===== config.mk =====
export PLATFORM = sky130hd
export DESIGN_NAME = memory
export DESIGN_NICKNAME = d
export VERILOG_FILES = /design/src/rtl/memory_pkg.sv /design/src/rtl/memory_dmem_port.sv /design/src/rtl/memory.sv
export SDC_FILE = /design/constraint.sdc
export NUM_CORES = 1
export LEC_CHECK = 0
export ABC_AREA = 0
export BUFFER_PORTS_ARGS = -buffer_cell sky130_fd_sc_hd__buf_2
export CORE_MARGIN = 4
export CORE_UTILIZATION = 50
export DETAILED_ROUTE_END_ITERATION = 6
export PLACE_DENSITY = 0.82
export SKIP_LAST_GASP = 1
export SYNTH_ARGS = -nofsm -noshare
export SYNTH_HDL_FRONTEND = slang
export SYNTH_SLANG_ARGS = --single-unit

===== constraint.sdc =====
create_clock -name clk -period 2.8 [get_ports clk]
set_input_delay 0.42 -clock clk [delete_from_list [all_inputs] [get_ports clk]]
set_output_delay 0.42 -clock clk [all_outputs]
set_load 0.02 [all_outputs]

===== src/rtl/memory_pkg.sv =====
// Shared definitions for the MEM stage: widths, MemtoReg encoding,
// data-port FSM state type and the two pipeline register layouts.
package memory_pkg;

    localparam int DATA_W = 32;
    localparam int REG_W  = 5;

    localparam logic [1:0] MTR_ALU = 2'b00;
    localparam logic [1:0] MTR_MEM = 2'b01;
    localparam logic [1:0] MTR_LO  = 2'b10;
    localparam logic [1:0] MTR_HI  = 2'b11;

    typedef enum logic {
        ST_IDLE = 1'b0,
        ST_WAIT = 1'b1
    } dmem_state_e;

    typedef struct packed {
        logic              reg_write;
        logic              mem_write;
        logic              jump;
        logic [1:0]        mem_to_reg;
        logic [REG_W-1:0]  write_reg;
        logic [DATA_W-1:0] alu_out;
        logic [DATA_W-1:0] write_data;
        logic [DATA_W-1:0] pc_plus4;
    } exmem_t;

    typedef struct packed {
        logic              reg_write;
        logic              jump;
        logic [1:0]        mem_to_reg;
        logic [REG_W-1:0]  write_reg;
        logic [DATA_W-1:0] read_data;
        logic [DATA_W-1:0] alu_out;
        logic [DATA_W-1:0] pc_plus4;
    } memwb_t;

    function automatic logic is_word_aligned(input logic [DATA_W-1:0] addr);
        return addr[1:0] == 2'b00;
    endfunction

endpackage


===== src/rtl/memory_dmem_port.sv =====
// Data-memory bus master: req/ack handshake FSM, stall and
// misaligned-address detection for the instruction sitting in M.
module dmem_port
    import memory_pkg::*;
(
    input  logic              clk,
    input  logic              rst,
    input  logic              mem_load,
    input  logic              mem_store,
    input  logic [DATA_W-1:0] addr,
    input  logic [DATA_W-1:0] wdata,
    input  logic              dmem_ack,
    output logic              dmem_req,
    output logic              dmem_we,
    output logic [DATA_W-1:0] dmem_addr,
    output logic [DATA_W-1:0] dmem_wdata,
    output logic              StallM,
    output logic              AdrErrM,
    output logic              load_done
);

    dmem_state_e state_q;
    dmem_state_e state_d;
    logic        mem_op;
    logic        aligned;

    assign mem_op  = mem_load | mem_store;
    assign aligned = is_word_aligned(addr);

    // Address/data come straight from EX/MEM, which is frozen while stalled,
    // so they stay stable for the whole outstanding access.
    assign dmem_req   = (state_q == ST_WAIT) | (mem_op & aligned);
    assign dmem_we    = dmem_req & mem_store;
    assign dmem_addr  = addr;
    assign dmem_wdata = wdata;
    assign StallM     = dmem_req & ~dmem_ack;
    assign AdrErrM    = mem_op & ~aligned;
    assign load_done  = dmem_req & dmem_ack & mem_load;

    always_comb begin
        state_d = state_q;
        case (state_q)
            ST_IDLE: if (StallM)   state_d = ST_WAIT;
            ST_WAIT: if (dmem_ack) state_d = ST_IDLE;
            default:               state_d = ST_IDLE;
        endcase
    end

    always_ff @(posedge clk or negedge rst) begin
        if (!rst) begin
            state_q <= ST_IDLE;
        end else begin
            state_q <= state_d;
        end
    end

endmodule


===== src/rtl/memory.sv =====
// MIPS MEM stage: EX/MEM register, data-memory access with stall,
// and MEM/WB register feeding writeback.
module memory
    import memory_pkg::*;
(
    input  logic              clk,
    input  logic              rst,
    input  logic              RegWriteE,
    input  logic              MemWriteE,
    input  logic              jumpE,
    input  logic [1:0]        MemtoRegE,
    input  logic [REG_W-1:0]  WriteRegE,
    input  logic [DATA_W-1:0] ALUMultOutE,
    input  logic [DATA_W-1:0] WriteDataE,
    input  logic [DATA_W-1:0] PCPlus4E,
    output logic              RegWriteM,
    output logic [1:0]        MemtoRegM,
    output logic [REG_W-1:0]  WriteRegM,
    output logic [DATA_W-1:0] ALUOutM,
    output logic              StallM,
    output logic              AdrErrM,
    output logic              dmem_req,
    output logic              dmem_we,
    output logic [DATA_W-1:0] dmem_addr,
    output logic [DATA_W-1:0] dmem_wdata,
    input  logic [DATA_W-1:0] dmem_rdata,
    input  logic              dmem_ack,
    output logic              RegWriteW,
    output logic              jumpW,
    output logic [1:0]        MemtoRegW,
    output logic [REG_W-1:0]  WriteRegW,
    output logic [DATA_W-1:0] ReadDataW,
    output logic [DATA_W-1:0] ALUOutW,
    output logic [DATA_W-1:0] PCPlus4W
);

    exmem_t exmem_q, exmem_d;
    memwb_t memwb_q, memwb_d;
    logic   load_done;

    dmem_port u_dmem_port (
        .clk        (clk),
        .rst        (rst),
        .mem_load   (exmem_q.mem_to_reg == MTR_MEM),
        .mem_store  (exmem_q.mem_write),
        .addr       (exmem_q.alu_out),
        .wdata      (exmem_q.write_data),
        .dmem_ack   (dmem_ack),
        .dmem_req   (dmem_req),
        .dmem_we    (dmem_we),
        .dmem_addr  (dmem_addr),
        .dmem_wdata (dmem_wdata),
        .StallM     (StallM),
        .AdrErrM    (AdrErrM),
        .load_done  (load_done)
    );

    always_comb begin
        exmem_d = exmem_q;
        if (!StallM) begin
            exmem_d.reg_write  = RegWriteE;
            exmem_d.mem_write  = MemWriteE;
            exmem_d.jump       = jumpE;
            exmem_d.mem_to_reg = MemtoRegE;
            exmem_d.write_reg  = WriteRegE;
            exmem_d.alu_out    = ALUMultOutE;
            exmem_d.write_data = WriteDataE;
            exmem_d.pc_plus4   = PCPlus4E;
        end
    end

    // Stall pushes a bubble into W; a faulting access must not write the register file.
    always_comb begin
        memwb_d = memwb_q;
        if (StallM) begin
            memwb_d.reg_write = 1'b0;
            memwb_d.jump      = 1'b0;
        end else begin
            memwb_d.reg_write  = exmem_q.reg_write & ~AdrErrM;
            memwb_d.jump       = exmem_q.jump;
            memwb_d.mem_to_reg = exmem_q.mem_to_reg;
            memwb_d.write_reg  = exmem_q.write_reg;
            memwb_d.alu_out    = exmem_q.alu_out;
            memwb_d.pc_plus4   = exmem_q.pc_plus4;
            if (load_done) memwb_d.read_data = dmem_rdata;
        end
    end

    always_ff @(posedge clk or negedge rst) begin
        if (!rst) begin
            exmem_q <= '0;
            memwb_q <= '0;
        end else begin
            exmem_q <= exmem_d;
            memwb_q <= memwb_d;
        end
    end

    assign RegWriteM = exmem_q.reg_write;
    assign MemtoRegM = exmem_q.mem_to_reg;
    assign WriteRegM = exmem_q.write_reg;
    assign ALUOutM   = exmem_q.alu_out;

    assign RegWriteW = memwb_q.reg_write;
    assign jumpW     = memwb_q.jump;
    assign MemtoRegW = memwb_q.mem_to_reg;
    assign WriteRegW = memwb_q.write_reg;
    assign ReadDataW = memwb_q.read_data;
    assign ALUOutW   = memwb_q.alu_out;
    assign PCPlus4W  = memwb_q.pc_plus4;

endmodule


After elaboration in Yosys (flattened, before gate mapping)

Index checks and enable logic that the tools add are counted.
W data, S select, Z words.

Equal/unequal tests: 1
Muxes and demuxes: 4
Reduce and logical (&&, ||, !) cells: 2
Bitwise logic cells: 14

Operators by type and width:

| kind                 | count |
|---|---|
| $and A1 B1 Y1        | 7 |
| $not A1 Y1           | 5 |
| $eq A2 B1 Y1 const B | 1 |
| $logic_not A2 Y1     | 1 |
| $mux W1              | 2 |
| $mux W2              | 1 |
| $or A1 B1 Y1         | 2 |
| $pmux W1 S2          | 1 |
| $reduce_and A2 Y1    | 1 |

Flip-flop bits (word level): 212
Output and inout port bits: 213

Logic depth before layout (Yosys ltp)

Depth after elaboration: 7
Depth in mapped cells: 6
Gate-level depth less buffers: 3

Cells and area by module

A second synthesis with hierarchy kept.

Cells, all modules: 562
Area total of the unflattened synthesis: 8876.0 sq um

By module, submodules not included:

| module    | seq. area each (sq um) | area an instance (sq um) | cells an instance | times used |
|---|---|---|---|---|
| memory    | 5280.1                 | 8308.0                   | 487               | 1 |
| dmem_port | 25.0                   | 568.0                    | 75                | 1 |

Least setup slack after synthesis

OpenSTA, ideal clock, no wires.

Path type: register -> register
From: reg exmem_q, in the netlist ALUOutM[1]
To: reg memwb_q, in the netlist ALUOutW[10]
Required time: 2.675 ns
Stages on the path, launching flop included: 6
Arrival time: 1.526 ns
Period minus slack after synthesis: 1.651 ns
Library setup time: 0.125 ns
Path slack: 1.149 ns
Buffers on the path: 2
Cell sequence: dfrtp_1 o21bai_2 o311a_4 buf_6 buf_6 mux2_4

Longest elaborated chain between the ends: 4

Ends and longest elaborated chain:

| element                  | RTL line               | RTL |
|---|---|---|
| start: declaration       | memory.sv:37           | `exmem_t exmem_q, exmem_d;` |
| start signal: assignment | memory.sv:94           | `exmem_q <= exmem_d;` |
| $logic_not A2 Y1         | memory_pkg.sv:40       | `return addr[1:0] == 2'b00;` |
| $and A1 B1 Y1            | memory_dmem_port.sv:32 | `assign dmem_req = (state_q == ST_WAIT) \| (mem_op & aligned);` |
| $or A1 B1 Y1             | memory_dmem_port.sv:32 |  |
| $and A1 B1 Y1            | memory_dmem_port.sv:36 | `assign StallM = dmem_req & ~dmem_ack;` |
| end signal: assignment   | memory.sv:95           | `memwb_q <= memwb_d;` |
| end: declaration         | memory.sv:38           | `memwb_t memwb_q, memwb_d;` |

Every way passes these cells.
A chain may end at the register's enable or synchronous reset.

Final worst setup path

From: reg u_dmem_port.state_q
To: out StallM

Longest elaborated chain between the ends: 2

Ends and longest elaborated chain:

| element                  | RTL line               | RTL |
|---|---|---|
| start: declaration       | memory_dmem_port.sv:22 | `dmem_state_e state_q;` |
| start signal: assignment | memory_dmem_port.sv:53 | `state_q <= state_d;` |
| $or A1 B1 Y1             | memory_dmem_port.sv:32 |  |
| $and A1 B1 Y1            | memory_dmem_port.sv:36 |  |
| end: declaration         | memory.sv:20           | `output logic StallM,` |

Every way passes these cells.

==> results.json <==
{
  "yosys.cell_types.count": 30,
  "place_congestion": 0.843,
  "final_hold_viol_count": 11,
  "violations": "negative hold slack",
  "synth_seq_cells": 212,
  "postCtsHoldBufs": 0,
  "drive_above_1_share": 0.710,
  "layout_commonest_cell": "buf_2",
  "synth_top_area_frac": 0.564,
  "synth-seq-area-share": 0.564,
  "tightest_slew_ns": 0.719,
  "startpoint": "u_dmem_port.state_q",
  "grt_pass1_wl_um": 31100,
  "core_area_sq_um": 18200,
  "grt_antenna_before_repair": 6,
  "clock_path_buffers": 3,
  "grtUsageTotal": 0.179,
  "ys_warn_count": 0,
  "dr.pass1.iters": 4,
  "slew_viol_final": 0,
  "syn_area_sq_um": 9410,
  "power_density_nw_per_um2": 910,
  "cts_tree": "done",
  "required_ns": 2.38,
  "fin_nets": 983,
  "vdd_drop_max_mv": 0.506,
  "grt_max_degree": 88,
  "nFillCells": 1345,
  "fin_crit_sh": 0.865,
  "syn-num-nets": 722,
  "cts_setup_buffers": 0,
  "endpoint_kind": "output pin",
  "yosys-top-cells-area": "dfrtp_1 56%, mux2_4 23%, buf_4 8.5%, mux2_2 6.7%, buf_6 2.0%",
  "register_area_sq_um": 5310,
  "io_buffer_count": 353,
  "status": "finished with violations",
  "rsz0062_at_grt": "false",
  "hold_class": "input pin to asynchronous set/reset pin",
  "syn2layout_area_growth_pct": 21.2,
  "antenna_left": 0,
  "vias_per_cell": 4.87,
  "postSynthCellCount": 581,
  "multi_input_area_sq_um": 3080,
  "post-route-util": 0.626,
  "die_y_um": 145,
  "die_x_um": 145,
  "worstPathMaxFanout": 17,
  "cts_buffers": 23,
  "setup_tns_ns": 0,
  "cts_resized": 0,
  "skew_ns": 0.0150,
  "max_freq_mhz": 413,
  "r2r-start": "u_dmem_port.state_q",
  "rows": 49,
  "cts.sinks": 212,
  "start_kind": "flop",
  "num_io_pins": 354,
  "vias": 5325,
  "setup_viol": 0,
  "die-area_sq_um": 21100,
  "grt_pass1_vias": 5684,
  "start_util": 0.517,
  "drc": 0,
  "drt-initial-drc-count": 182,
  "crit_arrival_ns": 2.00,
  "wl_per_cell_um": 18.1,
  "maxCapViolations": 0,
  "wl_um": 19700,
  "path_class": "flop to output pin",
  "grt-ovfl-total": 0,
  "holdWs_ns": -0.0102,
  "p_leak_uw": 0.00571,
  "synth.avg_cell_area_sq_um": 16.2,
  "cts-htree-levels": 1,
  "insertion_delay_ns": 0.50,
  "cts-root-buf": "clkbuf_16",
  "slew-limit-headroom": 0.521,
  "dpl.hpwl_um": 14100,
  "layout_common_cells": "352 x buf_2, 212 x dfrtp_1, 146 x mux2_4",
  "fin_crit_ns": 2.42,
  "yosysTopAreaCell": "dfrtp_1",
  "clk_pin_slew_ns": 0.07
}
-- layer usage --
layer	vias to the layer above	global-route usage	share of wire
met4	0	0.0745	0.037
li1	2425	-	-
met5	-	0	0
met2	229	0.309	0.51
met1	2620	0.218	0.39
met3	51	0.0405	0.065
-- cell usage after synthesis, drive strengths merged --
master	n
clkbuf	1
nand3b	2
o311a	2
and2	1
nor2	3
a221o	1
nand2	5
and3	1
mux2	203
o221a	2
o221ai	2
nor3	2
nor2b	3
buf	128
o21a	1
o211ai	2
o21bai	1
nand3	1
nand2b	4
dfrtp	212
inv	2
a21oi	1
o31a	1
-- critical path, stage by stage (launching register included) --
cell,delay [ns]
dfrtp_1,0.53
o21bai_2,0.24
o311a_4,0.50
buf_2,0.25
-- registers in the layout, summed over array words and instances (netlist names) --
signal,cells
ALUOutM,32
ALUOutW,32
MemtoRegM,2
MemtoRegW,2
PCPlus4W,32
ReadDataW,32
RegWriteM,1
RegWriteW,1
WriteRegM,5
WriteRegW,5
exmem_q,66
jumpW,1
u_dmem_port.state_q,1
-- per-stage QoR --
step,cell area [sq um],power [uW],hold WS (ns),std cells,setup slack (ns)
3_3_place_gp,10600,7340,0.471,1046,0.764
3_5_place_dp,10600,7430,0.481,1046,0.727
2_1_floorplan,9410,6610,0.124,581,1.15
4_1_cts,11400,10500,0.00254,1087,0.369
5_1_grt,11400,10800,0.0305,1093,0.256
6_report,11400,10400,-0.0102,1093,0.378
-- power breakdown --
part,internal [uW],switching [uW]
sequential,3750,426
combinational,1450,1720
clock,1840,1180
-- kinds of logic after synthesis --
logic type,Yosys count,synth area share
flip-flops,212,0.564
multiplexers,203,0.301
buffers and inverters,131,0.109
AND/OR/NAND/NOR,22,0.0126
AO/OA/AOI/OAI,13,0.0137
-- area by class of cell --
cell class                      count  share of cell area
Tap cell                          229              0.0251
Clock inverter                      4             0.00417
Multi-Input combinational cell    238               0.270
Timing Repair Buffer              365               0.170
Clock buffer                       37              0.0630
Antenna cell                        6             0.00132
Inverter                            2            0.000658
Sequential cell                   212               0.465
-- path summary, 6_finish.rpt --
| kind | cells after the start | slack (ns) | end |
|---|---|---|---|
| max | 3 | 0.38 | StallM |
| min | 1 | -0.01 | exmem_q[57] |
| max reg2reg | 4 | 0.69 | exmem_q[21] |
| min reg2reg | 1 | 0.50 | ReadDataW[6] |
| max in group asynchronous | 2 | 2.09 | WriteRegW[3] |
| min in group clk | 2 | 0.14 | ReadDataW[6] |
(Power assumes the default switching activity.)
